==> src/rtl/ppu_lcd_timing.sv <==
// ppu_lcd_timing: parametrised LCD line/frame sequencer for the PPU.
// Walks the H/V raster, sequences OAM scan / pixel transfer / HBLANK / VBLANK,
// tracks the pixel X position through a stall-stretched mode 3, and raises
// the STAT and VBL interrupt pulses.
module ppu_lcd_timing #(
  parameter int HW        = 9,
  parameter int VW        = 8,
  parameter int H_TOTAL   = 456,
  parameter int V_TOTAL   = 154,
  parameter int V_ACTIVE  = 144,
  parameter int H_PIXELS  = 160,
  parameter int MODE2_LEN = 80,
  parameter int MODE3_PRE = 12
) (
  input  logic          ppu_clk,
  input  logic          ppu_reset,
  input  logic          lcd_on,
  input  logic          mode3_stall,
  input  logic [VW-1:0] lyc,
  input  logic [3:0]    stat_sel,
  output logic [HW-1:0] h,
  output logic [VW-1:0] v,
  output logic [7:0]    px,
  output logic [1:0]    mode,
  output logic          ppu_mode2,
  output logic          ppu_mode3,
  output logic          vbl,
  output logic          lyc_match,
  output logic          line_start,
  output logic          frame_start,
  output logic          ppu_int_stat,
  output logic          ppu_int_vbl,
  output logic          overrun
);

  // Geometry sanity: counters must hold their ranges and a full mode 3 must fit in a line.
  if (H_TOTAL > (1 << HW)) begin : g_chk_htotal
    $error("ppu_lcd_timing: H_TOTAL does not fit in HW bits");
  end
  if (V_TOTAL > (1 << VW)) begin : g_chk_vtotal
    $error("ppu_lcd_timing: V_TOTAL does not fit in VW bits");
  end
  if (MODE2_LEN + MODE3_PRE + H_PIXELS >= H_TOTAL - 1) begin : g_chk_line
    $error("ppu_lcd_timing: mode 2 + mode 3 do not fit in a line");
  end
  if (V_ACTIVE >= V_TOTAL) begin : g_chk_vactive
    $error("ppu_lcd_timing: frame needs at least one VBLANK line");
  end
  if (H_PIXELS > 256 || H_PIXELS < 1) begin : g_chk_pixels
    $error("ppu_lcd_timing: H_PIXELS must be 1..256 for the 8-bit px counter");
  end

  localparam logic [HW-1:0] H_LAST   = HW'(H_TOTAL - 1);
  localparam logic [HW-1:0] H_FORCE  = HW'(H_TOTAL - 2);
  localparam logic [HW-1:0] M2_LAST  = HW'(MODE2_LEN - 1);
  localparam logic [HW-1:0] PRE_LEN  = HW'(MODE3_PRE);
  localparam logic [VW-1:0] V_LAST   = VW'(V_TOTAL - 1);
  localparam logic [VW-1:0] VIS_LAST = VW'(V_ACTIVE - 1);
  localparam logic [VW-1:0] V_VBL    = VW'(V_ACTIVE);
  localparam logic [7:0]    PX_LAST  = 8'(H_PIXELS - 1);

  typedef enum logic [2:0] {IDLE, MODE2, MODE3, HBLANK, VBLANK} state_t;

  state_t        state, state_next;
  logic [HW-1:0] h_next;
  logic [VW-1:0] v_next;
  logic [7:0]    px_next;
  logic [HW-1:0] warm, warm_next;
  logic          overrun_next;
  logic          lyc_match_next;
  logic          stat_line, stat_prev, stat_prev_next;
  logic          h_wrap, v_wrap;

  assign h_wrap = (h == H_LAST);
  assign v_wrap = (v == V_LAST);

  // Next-state logic: raster counters, mode sequencing, mode-3 warm-up/pixel count and forced end.
  always_comb begin
    state_next   = state;
    h_next       = h;
    v_next       = v;
    px_next      = px;
    warm_next    = warm;
    overrun_next = overrun;
    if (state == IDLE) begin
      h_next    = '0;
      v_next    = '0;
      px_next   = '0;
      warm_next = '0;
      if (lcd_on) state_next = MODE2;
    end else if (!lcd_on) begin
      state_next = IDLE;
      h_next     = '0;
      v_next     = '0;
      px_next    = '0;
      warm_next  = '0;
    end else begin
      h_next = h_wrap ? '0 : h + HW'(1);
      if (h_wrap) v_next = v_wrap ? '0 : v + VW'(1);
      case (state)
        MODE2: begin
          if (h == M2_LAST) state_next = MODE3;
        end
        MODE3: begin
          if (warm != PRE_LEN) begin
            warm_next = warm + HW'(1);
          end else if (!mode3_stall) begin
            if (px == PX_LAST) state_next = HBLANK;
            else               px_next    = px + 8'd1;
          end
          if (state_next == MODE3 && h == H_FORCE) begin
            state_next   = HBLANK;
            overrun_next = 1'b1;
          end
          if (state_next == HBLANK) begin
            px_next   = '0;
            warm_next = '0;
          end
        end
        HBLANK: begin
          if (h_wrap) state_next = (v == VIS_LAST) ? VBLANK : MODE2;
        end
        VBLANK: begin
          if (h_wrap && v_wrap) state_next = MODE2;
        end
        default: state_next = IDLE;
      endcase
    end
  end

  // STAT source OR-ing; HBLANK counts as mode 0 but IDLE does not.
  always_comb begin
    stat_line = (stat_sel[0] && state == HBLANK) ||
                (stat_sel[1] && state == VBLANK) ||
                (stat_sel[2] && state == MODE2)  ||
                (stat_sel[3] && lyc_match);
    lyc_match_next = (state != IDLE) && lcd_on && (v == lyc);
    stat_prev_next = (state_next == IDLE) ? 1'b0 : stat_line;
  end

  // State and counter registers with synchronous reset; overrun survives LCD-off.
  always_ff @(posedge ppu_clk) begin
    if (ppu_reset) begin
      state     <= IDLE;
      h         <= '0;
      v         <= '0;
      px        <= '0;
      warm      <= '0;
      overrun   <= 1'b0;
      lyc_match <= 1'b0;
      stat_prev <= 1'b0;
    end else begin
      state     <= state_next;
      h         <= h_next;
      v         <= v_next;
      px        <= px_next;
      warm      <= warm_next;
      overrun   <= overrun_next;
      lyc_match <= lyc_match_next;
      stat_prev <= stat_prev_next;
    end
  end

  // STAT mode bits decoded from the sequencer state.
  always_comb begin
    mode = 2'd0;
    case (state)
      MODE2:   mode = 2'd2;
      MODE3:   mode = 2'd3;
      VBLANK:  mode = 2'd1;
      default: mode = 2'd0;
    endcase
  end

  assign ppu_mode2    = (state == MODE2);
  assign ppu_mode3    = (state == MODE3);
  assign vbl          = (state == VBLANK);
  assign line_start   = (state != IDLE) && (h == '0);
  assign frame_start  = line_start && (v == '0);
  assign ppu_int_vbl  = (state == VBLANK) && (h == '0) && (v == V_VBL);
  assign ppu_int_stat = stat_line && !stat_prev;

endmodule
==> config.mk <==
export PLATFORM = sky130hd
export DESIGN_NAME = ppu_lcd_timing
export DESIGN_NICKNAME = d
export VERILOG_FILES = /design/src/rtl/ppu_lcd_timing.sv
export SDC_FILE = /design/constraint.sdc
export NUM_CORES = 1
export LEC_CHECK = 0
export CAP_MARGIN = 10
export CORE_AREA = 5 5 71 73
export DETAILED_ROUTE_END_ITERATION = 10
export DIE_AREA = 0 0 76 78
export PLACE_DENSITY = 0.83
export SLEW_MARGIN = 25
export SYNTH_ARGS = -nofsm -noshare
export SYNTH_HDL_FRONTEND = slang
export SYNTH_SLANG_ARGS = --single-unit
==> constraint.sdc <==
create_clock -name ppu_clk -period 3.3 [get_ports ppu_clk]
set_clock_uncertainty 0.15 [all_clocks]
set_input_delay 0.33 -clock ppu_clk [delete_from_list [all_inputs] [get_ports ppu_clk]]
set_output_delay 0.33 -clock ppu_clk [all_outputs]
set_load 0.03 [all_outputs]
Yosys cells after proc, flatten, opt, wreduce, memory -nomap -nowiden
Cells that the tools add are included.
{ "word_totals": {"out_inout_bits": 36, "reg_bits": 40, "inputBits": 16} }
{ "classes": {"muxes": 26, "n_reduce_logical": 29, "n_bitwise": 2, "eq_ne": 18, "addsub": 4} }
{ "ops": {"columns": ["op", "n"], "rows": [
  ["3-bit 2-to-1 mux", 17],
  ["8-bit 2-to-1 mux", 5],
  ["8-bit equality test (second input constant)", 4],
  ["9-bit by 1-bit adder with 9-bit output (second input constant)", 2],
  ["9-bit equality test (second input constant)", 2],
  ["9-bit 2-to-1 mux", 2],
  ["8-bit by 1-bit adder with 8-bit output (second input constant)", 2],
  ["1-bit logical AND", 13],
  ["3-bit by 2-bit equality test with 1-bit output (second input constant)", 4],
  ["3-bit one-hot mux with 4 select lines", 1],
  ["9-bit by 7-bit equality test with 1-bit output (second input constant)", 1],
  ["9-bit zero test", 1],
  ["9-bit by 4-bit != test with 1-bit output (second input constant)", 1],
  ["8-bit equality test", 1],
  ["8-bit zero test", 1],
  ["4-bit AND reduction", 2],
  ["3-bit zero test", 2],
  ["2-bit by 1-bit != test with 1-bit output (second input constant)", 3],
  ["2-bit one-hot mux with 3 select lines", 1],
  ["4-bit OR reduction", 1],
  ["3-bit by 1-bit equality test with 1-bit output (second input constant)", 1],
  ["3-bit equality test (second input constant)", 1],
  ["1-bit logical OR", 3],
  ["3-bit nonzero test", 1],
  ["6 further kinds", 7]
]} }

Depth between registers and ports, before layout
Gate-level depths: netlist (run 1).
{ "logic_depth": {"depth_word": 18, "mapped_depth": 8} }

Worst setup path after synthesis (run 1)
OpenSTA, ideal clock, no wires.
{ "synth_timing": {"path_kind": "reg-to-output", "from": "register h[5]", "to": "output ppu_int_vbl", "stages_incl_launch_ff": 5, "setup_slack_ns": 0.678, "path_buffers": 0, "required_time_ns": 2.820, "t_arrival_ns": 2.142, "cell_sequence": "dfxtp_1 -> or4_4 -> or4_4 -> nor4b_2 -> and4_1"} }
{ "synth_between": {"elab_chain_len": 3} }
{ "synth_lines": {"columns": ["item", "line_no", "rtl"], "rows": [
  ["start: declaration", "21", "output logic [HW-1:0] h,"],
  ["start signal: assignment", "154", "h <= h_next;"],
  ["9-bit zero test", "180", "assign ppu_int_vbl = (state == VBLANK) && (h == '0) && (v == V_VBL);"],
  ["1-bit logical AND (2 in a row)", "180", null],
  ["end: declaration", "32", "output logic ppu_int_vbl,"]
]} }
Every way passes these cells.

Worst setup path in the final report (run 1)
Ends and elaborated chain as after synthesis.

==> flow_summary.json, run 1 <==
{
  "grt_max_degree": 16,
  "cpPeakStageDelay_ps": 550,
  "yosys.area.top_type": "dfxtp_1",
  "r2r_setup_slack_ps": 760,
  "cts_buffer_depth": 2,
  "dieArea_mm2": 0.00593,
  "drive_gt1_share_pct": 6.03,
  "hold_class": "register to register",
  "reg2reg_depth": 6,
  "synth.top_cell.area_share_pct": 35.4,
  "final_nets": 339,
  "clockPowerShare_pct": 42.2,
  "seqCellArea_um2": 801,
  "drc_errors": 0,
  "area_growth_pct": 28.3,
  "synthDistinctLibCells": 51,
  "diodes": 0,
  "path_buf_inv": 1,
  "hpwl_um": 4070,
  "grt_usage_pct": 18.2,
  "place_congestion": 0.839,
  "crit_fanout": 6,
  "multi_input_area_mm2": 0.00138,
  "syn_nets": 287,
  "clock_latency_ps": 300,
  "finalWirelength_um": 5330,
  "dr_wl_met2_um": 2580,
  "fmax_mhz": 326,
  "wl_per_cell_um": 14.5,
  "seq_power_share_pct": 52.0,
  "end_kind": "output port",
  "worst_hold_path.num_cells": 1,
  "p_switching_uw": 196,
  "leakage_uw": 0.000960,
  "path_cells": "or4_4 -> or4_4 -> nor4b_2 -> and4_1 -> dlygate4sd2_1",
  "status": "finished, final reports clean",
  "routed_via_density": 5.42,
  "cellInternalPower_uw": 738,
  "hold_viol_final": 0,
  "sw_frac_of_total_pct": 21.0,
  "pwr-share-comb_pct": 5.8,
  "power.density_mw_per_mm2": 322,
  "rows": 24,
  "reg2reg_from": "px[1]",
  "worst_slew_pin_slew_ps": 643,
  "wl_met1_um": 2440,
  "die_w_um": 76,
  "worst_r2r_endpoint": "px[7]",
  "core_mm2": 0.00429,
  "relSlewSlack_pct": 57.1,
  "synthArstFlopShare_pct": 0,
  "final_cell_mix": "49 x clkdlybuf4s50_1, 48 x nor2_1, 40 x dfxtp_1, 18 x xnor2_1, 18 x xor2_1",
  "min_delay_worst_endpoint": "h[0]",
  "root_buffer": "clkbuf_8",
  "cts.clk_slew.worst_paths_ps": 70,
  "grt_pass1_vias": 1934,
  "maxCapViolCount": 0,
  "cts_sinks": 40,
  "crit_required_ps": 2820,
  "start_util_pct": 52.7,
  "h-tree-depth": 2,
  "worstPathArrival_ps": 2590,
  "netlist_instances": 262,
  "yosysWarnings": 0,
  "startpoint_type": "register",
  "post-route-period-util_pct": 93.0,
  "fp.dieH_um": 78,
  "cts_setup_buffers": 0,
  "synth-edff-count": 0,
  "setup_violations": 0,
  "postLayoutCoreUtil_pct": 67.6,
  "drt_iter0_markers": 112,
  "hold_buffers": 0,
  "antenna_left": 0,
  "min_period_ps": 3070,
  "grt_pass1_wl_um": 8940,
  "port_buffers": 51,
  "tns_ps": 0,
  "final_common_cell": "clkdlybuf4s50_1",
  "worstHoldStart": "h[0]",
  "synth.area.top_cells": "dfxtp_1 35%, nor2_1 8.0%, xnor2_1 7.0%",
  "slew_violations": 0,
  "synthFlopType": "dfxtp_1",
  "fillers": 359,
  "syn_area_mm2": 0.00226,
  "top_layer": "met4",
  "antenna_found_initial": 0,
  "critPathSlowestCell": "or4_4",
  "path_delay_family": "simple AND/OR/NAND/NOR gates",
  "cp_common_cell": "or4_4",
  "cts_tree": "built",
  "numCtsBuffers": 5,
  "syn_area_per_cell_um2": 8.63,
  "overflow": 0,
  "synth-seq-cells": 40,
  "ys_seq_area_share_pct": 35.4,
  "drt-pass1-iter-count": 4,
  "vias": 1988,
  "ir_worst_vdd_mv": 0.371,
  "dr_wl_met3_um": 267,
  "num_io_pins": 52,
  "rsz0062_at_grt": "false",
  "critical_path_class": "register to output port"
}
[cell families (layout without fill, tap and decap cells)]
kind of cell / count (synthesis) / count (layout) / synth area share, %
buffers and inverters: 16 / 69 / 3.59
multiplexers: 4 / 4 / 1.83
adder cells (fa/ha/maj): 9 / 9 / 4.98
XOR/XNOR: 36 / 36 / 13.9
flip-flops: 40 / 40 / 35.4
AO/OA/AOI/OAI: 25 / 25 / 7.91
AND/OR/NAND/NOR: 132 / 132 / 32.4
[how the worst max path moves through the flow]
| stage | from | end | slack (ps) | cells past startpoint |
|---|---|---|---|---|
| after floorplan | h[5] | ppu_int_vbl | 680 | 4 |
| after global placement | h[5] | ppu_int_vbl | 290 | 5 |
| after detailed placement | h[5] | ppu_int_vbl | 260 | 5 |
| after CTS | h[5] | ppu_int_vbl | 210 | 5 |
| after global routing | h[5] | ppu_int_vbl | 130 | 5 |
| final | h[5] | ppu_int_vbl | 230 | 5 |
[registers in the layout, summed over array words and instances (netlist names)]
register	flops
overrun	1
px	8
v	8
state	3
lyc_match	1
stat_prev	1
h	9
warm	9
[synth_stat cells, types with 5 or more instances]
| cell | n |
|---|---|
| xnor2_1 | 18 |
| dfxtp_1 | 40 |
| inv_1 | 9 |
| xor2_1 | 18 |
| nand3_1 | 7 |
| nand2_1 | 16 |
| o21ai_0 | 5 |
| o2111ai_1 | 5 |
| nor3_1 | 7 |
| nand4_1 | 6 |
| ha_1 | 9 |
| and3_1 | 7 |
| nor2_1 | 48 |
| nand2b_1 | 5 |
[final cells by class]
class | instances | share of cell area (%)
multi-input cells | 206 | 47.5
well taps | 52 | 2.24
inverters | 9 | 1.16
clock buffers | 6 | 2.50
flip-flops and latches | 40 | 27.6
repair buffers | 52 | 17.8
clock inverters | 2 | 1.21
[power groups by stage]
stage	clock, µW	combinational, µW	sequential, µW
finish	394	54.4	486
global route	422	58.5	486
CTS	400	54.9	486
detailed placement	0	55.2	497
global placement	0	54.4	497
floorplan	0	26.6	496
[layer usage]
layer | vias to the layer above | global-route usage, %
li1 | 1016 | -
met1 | 931 | 22.5
met2 | 37 | 30.0
met3 | 4 | 6.25
met4 | 0 | 5.16
met5 | - | 0
[per-stage QoR]
stage	setup WS, ps	instance area, µm²	instances	power [µW]	hold slack [ps]
floorplan	678	2260	262	523	252
finish	230	2900	367	934	339
CTS	210	2900	367	940	332
global placement	285	2800	359	551	301
global route	133	2900	367	966	382
detailed placement	255	2800	359	552	312
[timing repair]
| action | 4_1_cts | 5_1_grt |
|---|---|---|
| hold endpoints to repair | 0 | 0 |
| endpoints found under the setup margin | 2 | 0 |
| resized for setup | 2 | 0 |
Note: power is estimated with default switching activity, not from simulation.
==> inputs of run 2 (changes only) <==
--- a/config.mk
+++ b/config.mk
@@ -5,10 +5,11 @@
 export SDC_FILE = /design/constraint.sdc
 export NUM_CORES = 1
 export LEC_CHECK = 0
+export ABC_CLOCK_PERIOD_IN_PS = 3300
 export CAP_MARGIN = 10
-export CORE_AREA = 5 5 71 73
+export CORE_AREA = 2 2 68 70
 export DETAILED_ROUTE_END_ITERATION = 10
-export DIE_AREA = 0 0 76 78
+export DIE_AREA = 0 0 70 72
 export PLACE_DENSITY = 0.83
 export SLEW_MARGIN = 25
 export SYNTH_ARGS = -nofsm -noshare
==> flow_summary.json, run 2 (synthesis results as in run 1) <==
{
  "root_buffer": "clkbuf_8",
  "reg_top3": "h (9), warm (9)",
  "drc_errors": 0,
  "power.density_mw_per_mm2": 321,
  "drt-pass1-iter-count": 4,
  "fillers": 345,
  "cts_tree": "built",
  "leakage_uw": 0.000960,
  "ir_worst_vdd_mv": 0.254,
  "diodes": 0,
  "maxCapViolCount": 0,
  "crit_required_ps": 2820,
  "area_growth_pct": 28.3,
  "port_buffers": 51,
  "post-route-period-util_pct": 94.3,
  "final_nets": 339,
  "setup_violations": 0,
  "hold_viol_final": 0,
  "finalPower_uw": 933,
  "start_util_pct": 53.1,
  "clock_latency_ps": 290,
  "finalWirelength_um": 5180,
  "tns_ps": 0,
  "overflow": 0,
  "antenna_left": 0,
  "fmax_mhz": 321,
  "worst_slew_pin_slew_ps": 616,
  "grt_max_degree": 16,
  "startpoint_type": "register",
  "end_kind": "output port",
  "grt_pass1_wl_um": 8640,
  "cts_buffer_depth": 2,
  "worstPathArrival_ps": 2630,
  "antenna_found_initial": 0,
  "final_cell_mix": "49 x clkdlybuf4s50_1, 48 x nor2_1, 40 x dfxtp_1, 18 x xnor2_1, 18 x xor2_1",
  "hold_class": "register to register",
  "hpwl_um": 3930,
  "die_w_um": 70,
  "rows": 24,
  "dieArea_mm2": 0.00504,
  "critical_path_class": "register to output port",
  "core_mm2": 0.00426,
  "routed_via_density": 5.55,
  "relSlewSlack_pct": 58.5,
  "final_common_cell": "clkdlybuf4s50_1",
  "wl_per_cell_um": 14.1,
  "drt_iter0_markers": 110,
  "cts.clk_slew.worst_paths_ps": 70,
  "hold_buffers": 0,
  "grt_pass1_vias": 1902,
  "status": "finished, final reports clean",
  "crit_fanout": 6,
  "grt_usage_pct": 21.0,
  "numCtsBuffers": 5,
  "min_period_ps": 3110,
  "multi_input_area_mm2": 0.00138,
  "rsz0062_at_grt": "false",
  "fp.dieH_um": 72,
  "place_congestion": 0.811,
  "drive_gt1_share_pct": 6.03,
  "vias": 2036,
  "num_io_pins": 52,
  "seqCellArea_um2": 801,
  "slew_violations": 0,
  "cts_sinks": 40,
  "h-tree-depth": 2
}
-- run 2: area by class of cell --
class | instances | share of cell area (%)
multi-input cells | 206 | 47.5
well taps | 52 | 2.24
flip-flops and latches | 40 | 27.6
clock buffers | 6 | 2.50
repair buffers | 52 | 17.8
inverters | 9 | 1.16
clock inverters | 2 | 1.21
-- run 2: worst max-delay path, cell delays in order (launching register included) --
cell,delay [ps]
dfxtp_1,370
or4_4,560
or4_4,500
nor4b_2,300
and4_1,220
dlygate4sd2_1,390
-- run 2: report_power, final --
group / total, µW / internal, µW / leakage [µW] / switching, µW
clock network: 393 / 224 / 0.0000552 / 168
logic: 54.2 / 30.0 / 0.000582 / 24.2
registers: 486 / 483 / 0.000322 / 2.40
-- run 2: worst paths after layout --
path / depth (start not counted) / end / start / slack [ps]
max: 5 / ppu_int_vbl / h[5] / 190
min: 1 / h[0] / h[0] / 340
max reg2reg: 6 / warm[8] / px[0] / 790
min reg2reg: 1 / h[0] / h[0] / 340
-- run 2: what timing repair did --
action | CTS | global route
resized for setup | 2 | 0
endpoints found under the setup margin | 2 | 0
buffers inserted | 0 | 0
-- run 2: routing by layer --
layer | wire length, µm | up-vias | share of wire [%] | global-route usage [%]
met5 | 0 | - | 0 | 0
met1 | 2410 | 960 | 46 | 27.3
met4 | 65 | 0 | 1.3 | 6.20
li1 | - | 1022 | - | -
met2 | 2430 | 47 | 47 | 34.9
met3 | 274 | 7 | 5.3 | 5.28
-- run 2: through the flow --
step           cell area, µm²  setup WS, ps  cells  util [%]  hold WS, ps
3_5_place_dp             2800           214    359      65.6          331
4_1_cts                  2900           170    367      68.1          352
2_1_floorplan            2260           678    262         -          252
6_report                 2900           188    367      68.1          342
5_1_grt                  2900          93.4    367      68.1          383
3_3_place_gp             2800           246    359      65.6          300
